File: src/rtl/mcpu_pkg.sv
`default_nettype none
// ============================================================================
// Module : mcpu_pkg
// Brief  : Shared encodings for the MulCPU multicycle control unit.
// Rev    : 1.0  initial release
// ============================================================================
package mcpu_pkg;

  typedef enum logic [2:0] {
    sIF     = 3'b000,
    sID     = 3'b001,
    sEXE_LS = 3'b010,
    sMEM    = 3'b011,
    sWB_LD  = 3'b100,
    sEXE_BR = 3'b101,
    sEXE_AL = 3'b110,
    sWB_AL  = 3'b111
  } state_t;

  localparam logic [5:0] c_OP_ADD  = 6'b000000;
  localparam logic [5:0] c_OP_SUB  = 6'b000001;
  localparam logic [5:0] c_OP_ADDI = 6'b000010;
  localparam logic [5:0] c_OP_OR   = 6'b010000;
  localparam logic [5:0] c_OP_AND  = 6'b010001;
  localparam logic [5:0] c_OP_ORI  = 6'b010010;
  localparam logic [5:0] c_OP_SLL  = 6'b011000;
  localparam logic [5:0] c_OP_SLT  = 6'b100110;
  localparam logic [5:0] c_OP_SW   = 6'b110000;
  localparam logic [5:0] c_OP_LW   = 6'b110001;
  localparam logic [5:0] c_OP_BEQ  = 6'b110100;
  localparam logic [5:0] c_OP_J    = 6'b111000;
  localparam logic [5:0] c_OP_JR   = 6'b111001;
  localparam logic [5:0] c_OP_JAL  = 6'b111010;
  localparam logic [5:0] c_OP_HALT = 6'b111111;

  localparam logic [2:0] c_ALU_ADD = 3'b000;
  localparam logic [2:0] c_ALU_SUB = 3'b001;
  localparam logic [2:0] c_ALU_SLL = 3'b010;
  localparam logic [2:0] c_ALU_OR  = 3'b011;
  localparam logic [2:0] c_ALU_AND = 3'b100;
  localparam logic [2:0] c_ALU_SLT = 3'b110;

  localparam logic [1:0] c_DST_RA = 2'b00;
  localparam logic [1:0] c_DST_RT = 2'b01;
  localparam logic [1:0] c_DST_RD = 2'b10;

  localparam logic [1:0] c_PC_SEQ = 2'b00;
  localparam logic [1:0] c_PC_BR  = 2'b01;
  localparam logic [1:0] c_PC_JR  = 2'b10;
  localparam logic [1:0] c_PC_JMP = 2'b11;

  function automatic logic is_alu_op(input logic [5:0] op);
    case (op)
      c_OP_ADD, c_OP_SUB, c_OP_ADDI, c_OP_OR,
      c_OP_AND, c_OP_ORI, c_OP_SLL, c_OP_SLT: return 1'b1;
      default:                                return 1'b0;
    endcase
  endfunction

  function automatic logic is_jump_op(input logic [5:0] op);
    return (op == c_OP_J) || (op == c_OP_JR) || (op == c_OP_JAL);
  endfunction

  function automatic logic is_known_op(input logic [5:0] op);
    return is_alu_op(op) || is_jump_op(op) || (op == c_OP_SW) ||
           (op == c_OP_LW) || (op == c_OP_BEQ) || (op == c_OP_HALT);
  endfunction

endpackage
`default_nettype wire

File: src/rtl/mcpu_ctrl_decode.sv
`default_nettype none
// ============================================================================
// Module : mcpu_ctrl_decode
// Brief  : Combinational map from (state, opcode, zero) to datapath controls.
// Rev    : 1.0  initial release
// ============================================================================
module mcpu_ctrl_decode
  import mcpu_pkg::*;
(
  input  state_t      state,
  input  logic [5:0]  opcode,
  input  logic        zero,
  output logic        PCWre,
  output logic        IRWre,
  output logic        InsMemRW,
  output logic        ExtSel,
  output logic        ALUSrcA,
  output logic        ALUSrcB,
  output logic [2:0]  ALUOp,
  output logic        RegWre,
  output logic [1:0]  RegDst,
  output logic        WrRegDSrc,
  output logic        DBDataSrc,
  output logic        mRD,
  output logic        mWR,
  output logic [1:0]  PCSrc
);

  logic w_lw;
  logic w_sw;
  logic w_jal;

  assign w_lw  = (opcode == c_OP_LW);
  assign w_sw  = (opcode == c_OP_SW);
  assign w_jal = (opcode == c_OP_JAL);

  always_comb begin
    PCWre     = 1'b0;
    IRWre     = 1'b0;
    InsMemRW  = 1'b0;
    ExtSel    = 1'b0;
    ALUSrcA   = 1'b0;
    ALUSrcB   = 1'b0;
    ALUOp     = c_ALU_ADD;
    RegWre    = 1'b0;
    RegDst    = c_DST_RA;
    WrRegDSrc = 1'b0;
    DBDataSrc = 1'b0;
    mRD       = 1'b0;
    mWR       = 1'b0;
    PCSrc     = c_PC_SEQ;

    // Enables: asserted only in the state that retires (or writes for) the instruction
    case (state)
      sIF: begin
        IRWre    = 1'b1;
        InsMemRW = 1'b1;
      end
      sID: begin
        PCWre  = is_jump_op(opcode) || !is_known_op(opcode);
        RegWre = w_jal;
      end
      sEXE_BR: PCWre = 1'b1;
      sWB_AL: begin
        PCWre  = 1'b1;
        RegWre = 1'b1;
      end
      sMEM: begin
        PCWre = w_sw;
        mRD   = w_lw;
        mWR   = w_sw;
      end
      sWB_LD: begin
        PCWre  = 1'b1;
        RegWre = 1'b1;
      end
      default: ;
    endcase

    if (state != sIF) begin
      ExtSel    = (opcode != c_OP_ORI);
      ALUSrcA   = (opcode == c_OP_SLL);
      ALUSrcB   = (opcode == c_OP_ADDI) || (opcode == c_OP_ORI) || w_lw || w_sw;
      WrRegDSrc = !w_jal;
      DBDataSrc = w_lw;

      case (opcode)
        c_OP_SUB, c_OP_BEQ: ALUOp = c_ALU_SUB;
        c_OP_OR, c_OP_ORI:  ALUOp = c_ALU_OR;
        c_OP_AND:           ALUOp = c_ALU_AND;
        c_OP_SLL:           ALUOp = c_ALU_SLL;
        c_OP_SLT:           ALUOp = c_ALU_SLT;
        default:            ALUOp = c_ALU_ADD;
      endcase

      case (opcode)
        c_OP_ADD, c_OP_SUB, c_OP_OR, c_OP_AND,
        c_OP_SLL, c_OP_SLT:           RegDst = c_DST_RD;
        c_OP_ADDI, c_OP_ORI, c_OP_LW: RegDst = c_DST_RT;
        default:                      RegDst = c_DST_RA;
      endcase

      // zero is valid here because A/B were latched in sID
      case (opcode)
        c_OP_BEQ:          PCSrc = zero ? c_PC_BR : c_PC_SEQ;
        c_OP_JR:           PCSrc = c_PC_JR;
        c_OP_J, c_OP_JAL:  PCSrc = c_PC_JMP;
        default:           PCSrc = c_PC_SEQ;
      endcase
    end
  end

endmodule
`default_nettype wire

File: src/rtl/mcpu_ctrl_fsm.sv
`default_nettype none
// ============================================================================
// Module : mcpu_ctrl_fsm
// Brief  : Multicycle IF/ID/EXE/MEM/WB sequencer for the MulCPU datapath.
// Rev    : 1.0  initial release
// ============================================================================
module mcpu_ctrl_fsm
  import mcpu_pkg::*;
(
  input  logic        CLK,
  input  logic        Reset,
  input  logic [5:0]  opcode,
  input  logic        zero,
  output logic [2:0]  state,
  output logic        PCWre,
  output logic        IRWre,
  output logic        InsMemRW,
  output logic        ExtSel,
  output logic        ALUSrcA,
  output logic        ALUSrcB,
  output logic [2:0]  ALUOp,
  output logic        RegWre,
  output logic [1:0]  RegDst,
  output logic        WrRegDSrc,
  output logic        DBDataSrc,
  output logic        mRD,
  output logic        mWR,
  output logic [1:0]  PCSrc
);

  state_t r_state;
  state_t w_next;

  always_ff @(posedge CLK or posedge Reset) begin
    if (Reset) r_state <= sIF;
    else       r_state <= w_next;
  end

  always_comb begin
    w_next = sIF;
    case (r_state)
      sIF: w_next = sID;
      sID: begin
        // halt parks in sID; unknown opcodes retire here as a NOP
        if (opcode == c_OP_HALT)                          w_next = sID;
        else if (opcode == c_OP_BEQ)                      w_next = sEXE_BR;
        else if (opcode == c_OP_LW || opcode == c_OP_SW)  w_next = sEXE_LS;
        else if (is_alu_op(opcode))                       w_next = sEXE_AL;
        else                                              w_next = sIF;
      end
      sEXE_AL: w_next = sWB_AL;
      sWB_AL:  w_next = sIF;
      sEXE_BR: w_next = sIF;
      sEXE_LS: w_next = sMEM;
      sMEM:    w_next = (opcode == c_OP_LW) ? sWB_LD : sIF;
      sWB_LD:  w_next = sIF;
      default: w_next = sIF;
    endcase
  end

  assign state = r_state;

  mcpu_ctrl_decode u_decode (
    .state     (r_state),
    .opcode    (opcode),
    .zero      (zero),
    .PCWre     (PCWre),
    .IRWre     (IRWre),
    .InsMemRW  (InsMemRW),
    .ExtSel    (ExtSel),
    .ALUSrcA   (ALUSrcA),
    .ALUSrcB   (ALUSrcB),
    .ALUOp     (ALUOp),
    .RegWre    (RegWre),
    .RegDst    (RegDst),
    .WrRegDSrc (WrRegDSrc),
    .DBDataSrc (DBDataSrc),
    .mRD       (mRD),
    .mWR       (mWR),
    .PCSrc     (PCSrc)
  );

endmodule
`default_nettype wire

File: config.mk
export PLATFORM = sky130hd
export DESIGN_NAME = mcpu_ctrl_fsm
export DESIGN_NICKNAME = d
export VERILOG_FILES = /design/src/rtl/mcpu_pkg.sv /design/src/rtl/mcpu_ctrl_decode.sv /design/src/rtl/mcpu_ctrl_fsm.sv
export SDC_FILE = /design/constraint.sdc
export NUM_CORES = 1
export LEC_CHECK = 0
export CORE_MARGIN = 4
export CORE_UTILIZATION = 43
export DETAILED_ROUTE_END_ITERATION = 16
export PLACE_DENSITY = 0.91
export SYNTH_ARGS = -nofsm -noshare
export SYNTH_HDL_FRONTEND = slang
export SYNTH_SLANG_ARGS = --single-unit
File: constraint.sdc
create_clock -name CLK -period 2.6 [get_ports CLK]
set_clock_uncertainty 0.15 [all_clocks]
set_input_delay 0.26 -clock CLK [delete_from_list [all_inputs] [get_ports CLK]]
set_output_delay 0.26 -clock CLK [all_outputs]
set_load 0.01 [all_outputs]
==> metrics.md <==
| Metric | Value |
|---|---|
| Die extent in y | `46.4 um` |
| H-tree levels | `1` |
| Synthesized area per cell | `6.81 um^2` |
| Max Cap Violations | `0` |
| Non-Filler Instances | `147` |
| Synth warn | `0` |
| Critical Path Start Type | `input pin` |
| GRT Overall Usage | `0.220` |
| Initial DRT Pass Iterations | `4` |
| # setup viols final | `0` |
| Top-area cell type share of the netlist area | `0.119` |
| Final Hold Viols | `0` |
| Synthesized Nets | `102` |
| Nature of the critical path endpoint | `output port` |
| Reg power frac | `0.149` |
| Initial antenna violation count | `0` |
| PnR worst setup slack | `69.4 ps` |
| CTS tree | `done` |
| Max Root-Sink Buffers | `2` |
| Sw power | `0.285 mW` |
| Leading area contributor after synthesis | `dfrtp_1` |
| CTS sink count | `3` |
| Relative slew slack | `0.789` |
| Worst Hold Class | `input pin to asynchronous set/reset pin` |
| Placed cells | `143` |
| Vias in the first global route | `825` |
| Core Region | `0.00135 mm^2` |
| Avg WL per Cell | `15.3 um` |
| Status | `finished, final reports clean` |
| Area delta synth->final | `71.5%` |
| DP Wirelength | `1630 um` |
| Crit path kind | `input pin to output port` |
| Fmax | `395 MHz` |
| Top FF cell, synth | `dfrtp_1` |
| Initial core utilization | `0.469` |
| Root buf cell | `clkbuf_4` |
| Logic pwr share | `0.720` |
| Global-route wire length before repair | `3590 um` |
| Num CTS Buffers | `3` |
| Worst-margin pin slew | `312 ps` |
| Port-buffer cells | `29` |
| Lkg Pwr | `0.460 nW` |
| Reg2Reg Depth | `4` |
| Seq cells post-synth | `3` |
| Final core utilization | `0.804` |
| Vias per std cell | `6.18` |
| FP Rows | `13` |
| Die X | `46.4 um` |
| Post-route DRC | `0` |
| Clk pwr share | `0.131` |
| Post-synth cell types | `38` |
| PwrDens | `587 mW/mm^2` |
| Post-CTS setup buffers | `0` |
| RR Endpoint | `state[2]` |
| Seq/Total Area, Yosys | `0.119` |
| Post-synth EDFFs | `0` |
| CP startpoint | `opcode[4]` |
| Top Ports | `30` |
| Sw Share | `0.447` |
| Synth top area cells | `dfrtp_1 (12%), buf_2 (6.3%), nor3_1 (5.5%), nor2_1 (4.2%), nand3_1 (4.0%)` |
| Worst EP arrival | `2120 ps` |
| R2R Path Start | `state[2]` |
| Power Internal | `0.352 mW` |
| # diodes | `0` |
| Post-route ant nets | `0` |
| Setup_tns | `0 ps` |
| Via Count | `908` |
| Largest register FFs | `3` |
| Post-place setup slack | `43.8 ps` |
| Gr ovfl total | `0` |
| Synth cell count leaders | `buf_2 (8), nor2_1 (7), nor3_1 (7)` |
| Slew Limit Fails | `0` |
| Peak VDD IR | `0.684 mV` |
| Tmin final | `2530 ps` |
| Hold_ws | `53.6 ps` |
| Clk pin slew, worst setup/hold paths | `40 ps` |
| WP data required | `2190 ps` |
| Crit-path max FO | `5` |
| Hold buffer count at cts | `0` |
| Most common cell in the netlist | `buf_2` |
| Largest net degree at the start of global routing | `21` |
| Syn Inst Count | `93` |
| Final net count | `142` |
| Async SR Flop Fraction | `1.00` |
| Drt total wl | `2250 um` |
| Share of cells above drive strength 1 | `0.220` |
| Worst-Skew Late Latency | `230 ps` |
| Routability cong. | `0.932` |
| DIE AREA | `0.00215 mm^2` |
| First DRT Iteration DRCs | `42` |
| Final period util | `0.973` |
| Reg2reg setup slack | `1250 ps` |
| Synth Cell Area | `633 um^2` |
-- area by class of cell --
class	count	area, um^2
Multi-Input combinational cell	74	494
Timing Repair Buffer	46	452
Fill cell	88	264
Sequential cell	3	76.3
Clock buffer	4	26.3
Inverter	5	18.8
Tap cell	15	18.8
-- cells in the final DEF (no fill, tap or decap), types with 2 or more instances in the layout --
master           count
o211ai_1             2
a211oi_1             2
nor4_1               3
buf_12               2
nor2_1               6
dlymetal6s2s_1       4
dfrtp_1              2
nor2b_1              2
a21boi_0             2
a32o_1               2
clkbuf_4             3
o21ai_0              4
a21oi_1              4
nand2b_1             3
o22a_1               2
inv_1                4
o21a_1               2
nand2_1              6
buf_4               15
clkdlybuf4s50_1     24
nand3_1              5
a32oi_1              2
nor3_1               7
-- worst max-delay path by stage --
stage / to / cells after the start
6_report: RegWre / 6
4_1_cts: PCWre / 7
5_1_grt: RegDst[0] / 6
2_1_floorplan: mWR / 4
3_5_place_dp: PCWre / 7
3_3_place_gp: PCWre / 7
-- metal layers --
| layer | up-vias | GRT usage | wire length (um) | part of all wire |
|---|---|---|---|---|
| met5 | - | 0 | 0 | 0 |
| met3 | 4 | 0.0195 | 193 | 0.086 |
| li1 | 432 | - | - | - |
| met4 | 0 | 0.0852 | 25 | 0.011 |
| met2 | 55 | 0.374 | 1170 | 0.52 |
| met1 | 417 | 0.283 | 862 | 0.38 |
-- kinds of logic (layout without fill, tap and decap cells) --
group           after synthesis  after routing  synth area share
simple gates                 46             46             0.419
compound gates               27             27             0.316
buf+inv                      16             55             0.128
flops                         3              3             0.119
mux                           1              1            0.0178
-- through the flow --
stage               power (mW)  cell area (um^2)
finish                   0.637              1090
global route             0.687              1090
CTS                      0.633              1060
detailed placement       0.546              1030
global placement         0.527              1030
floorplan                0.322               633
-- critical path, cell delays in order --
cell	delay [ps]
clkdlybuf4s50_1	600
nand2_1	130
buf_4	170
nor3_1	260
a32o_1	160
clkdlybuf4s50_1	530
-- what timing repair did --
action | 4_1_cts | 5_1_grt
pin swaps | 0 | 0
setup endpoints to repair | 1 | 7
gates resized for setup | 2 | 9
-- power by group through the flow --
stage	logic (mW)	clock network (mW)	registers, mW
2_1_floorplan	0.230	0	0.0918
3_3_place_gp	0.439	0	0.0875
3_5_place_dp	0.453	0	0.0931
4_1_cts	0.454	0.0864	0.0925
5_1_grt	0.496	0.0924	0.0983
6_report	0.459	0.0836	0.0949
No activity file was read; power rests on OpenSTA's default activity.
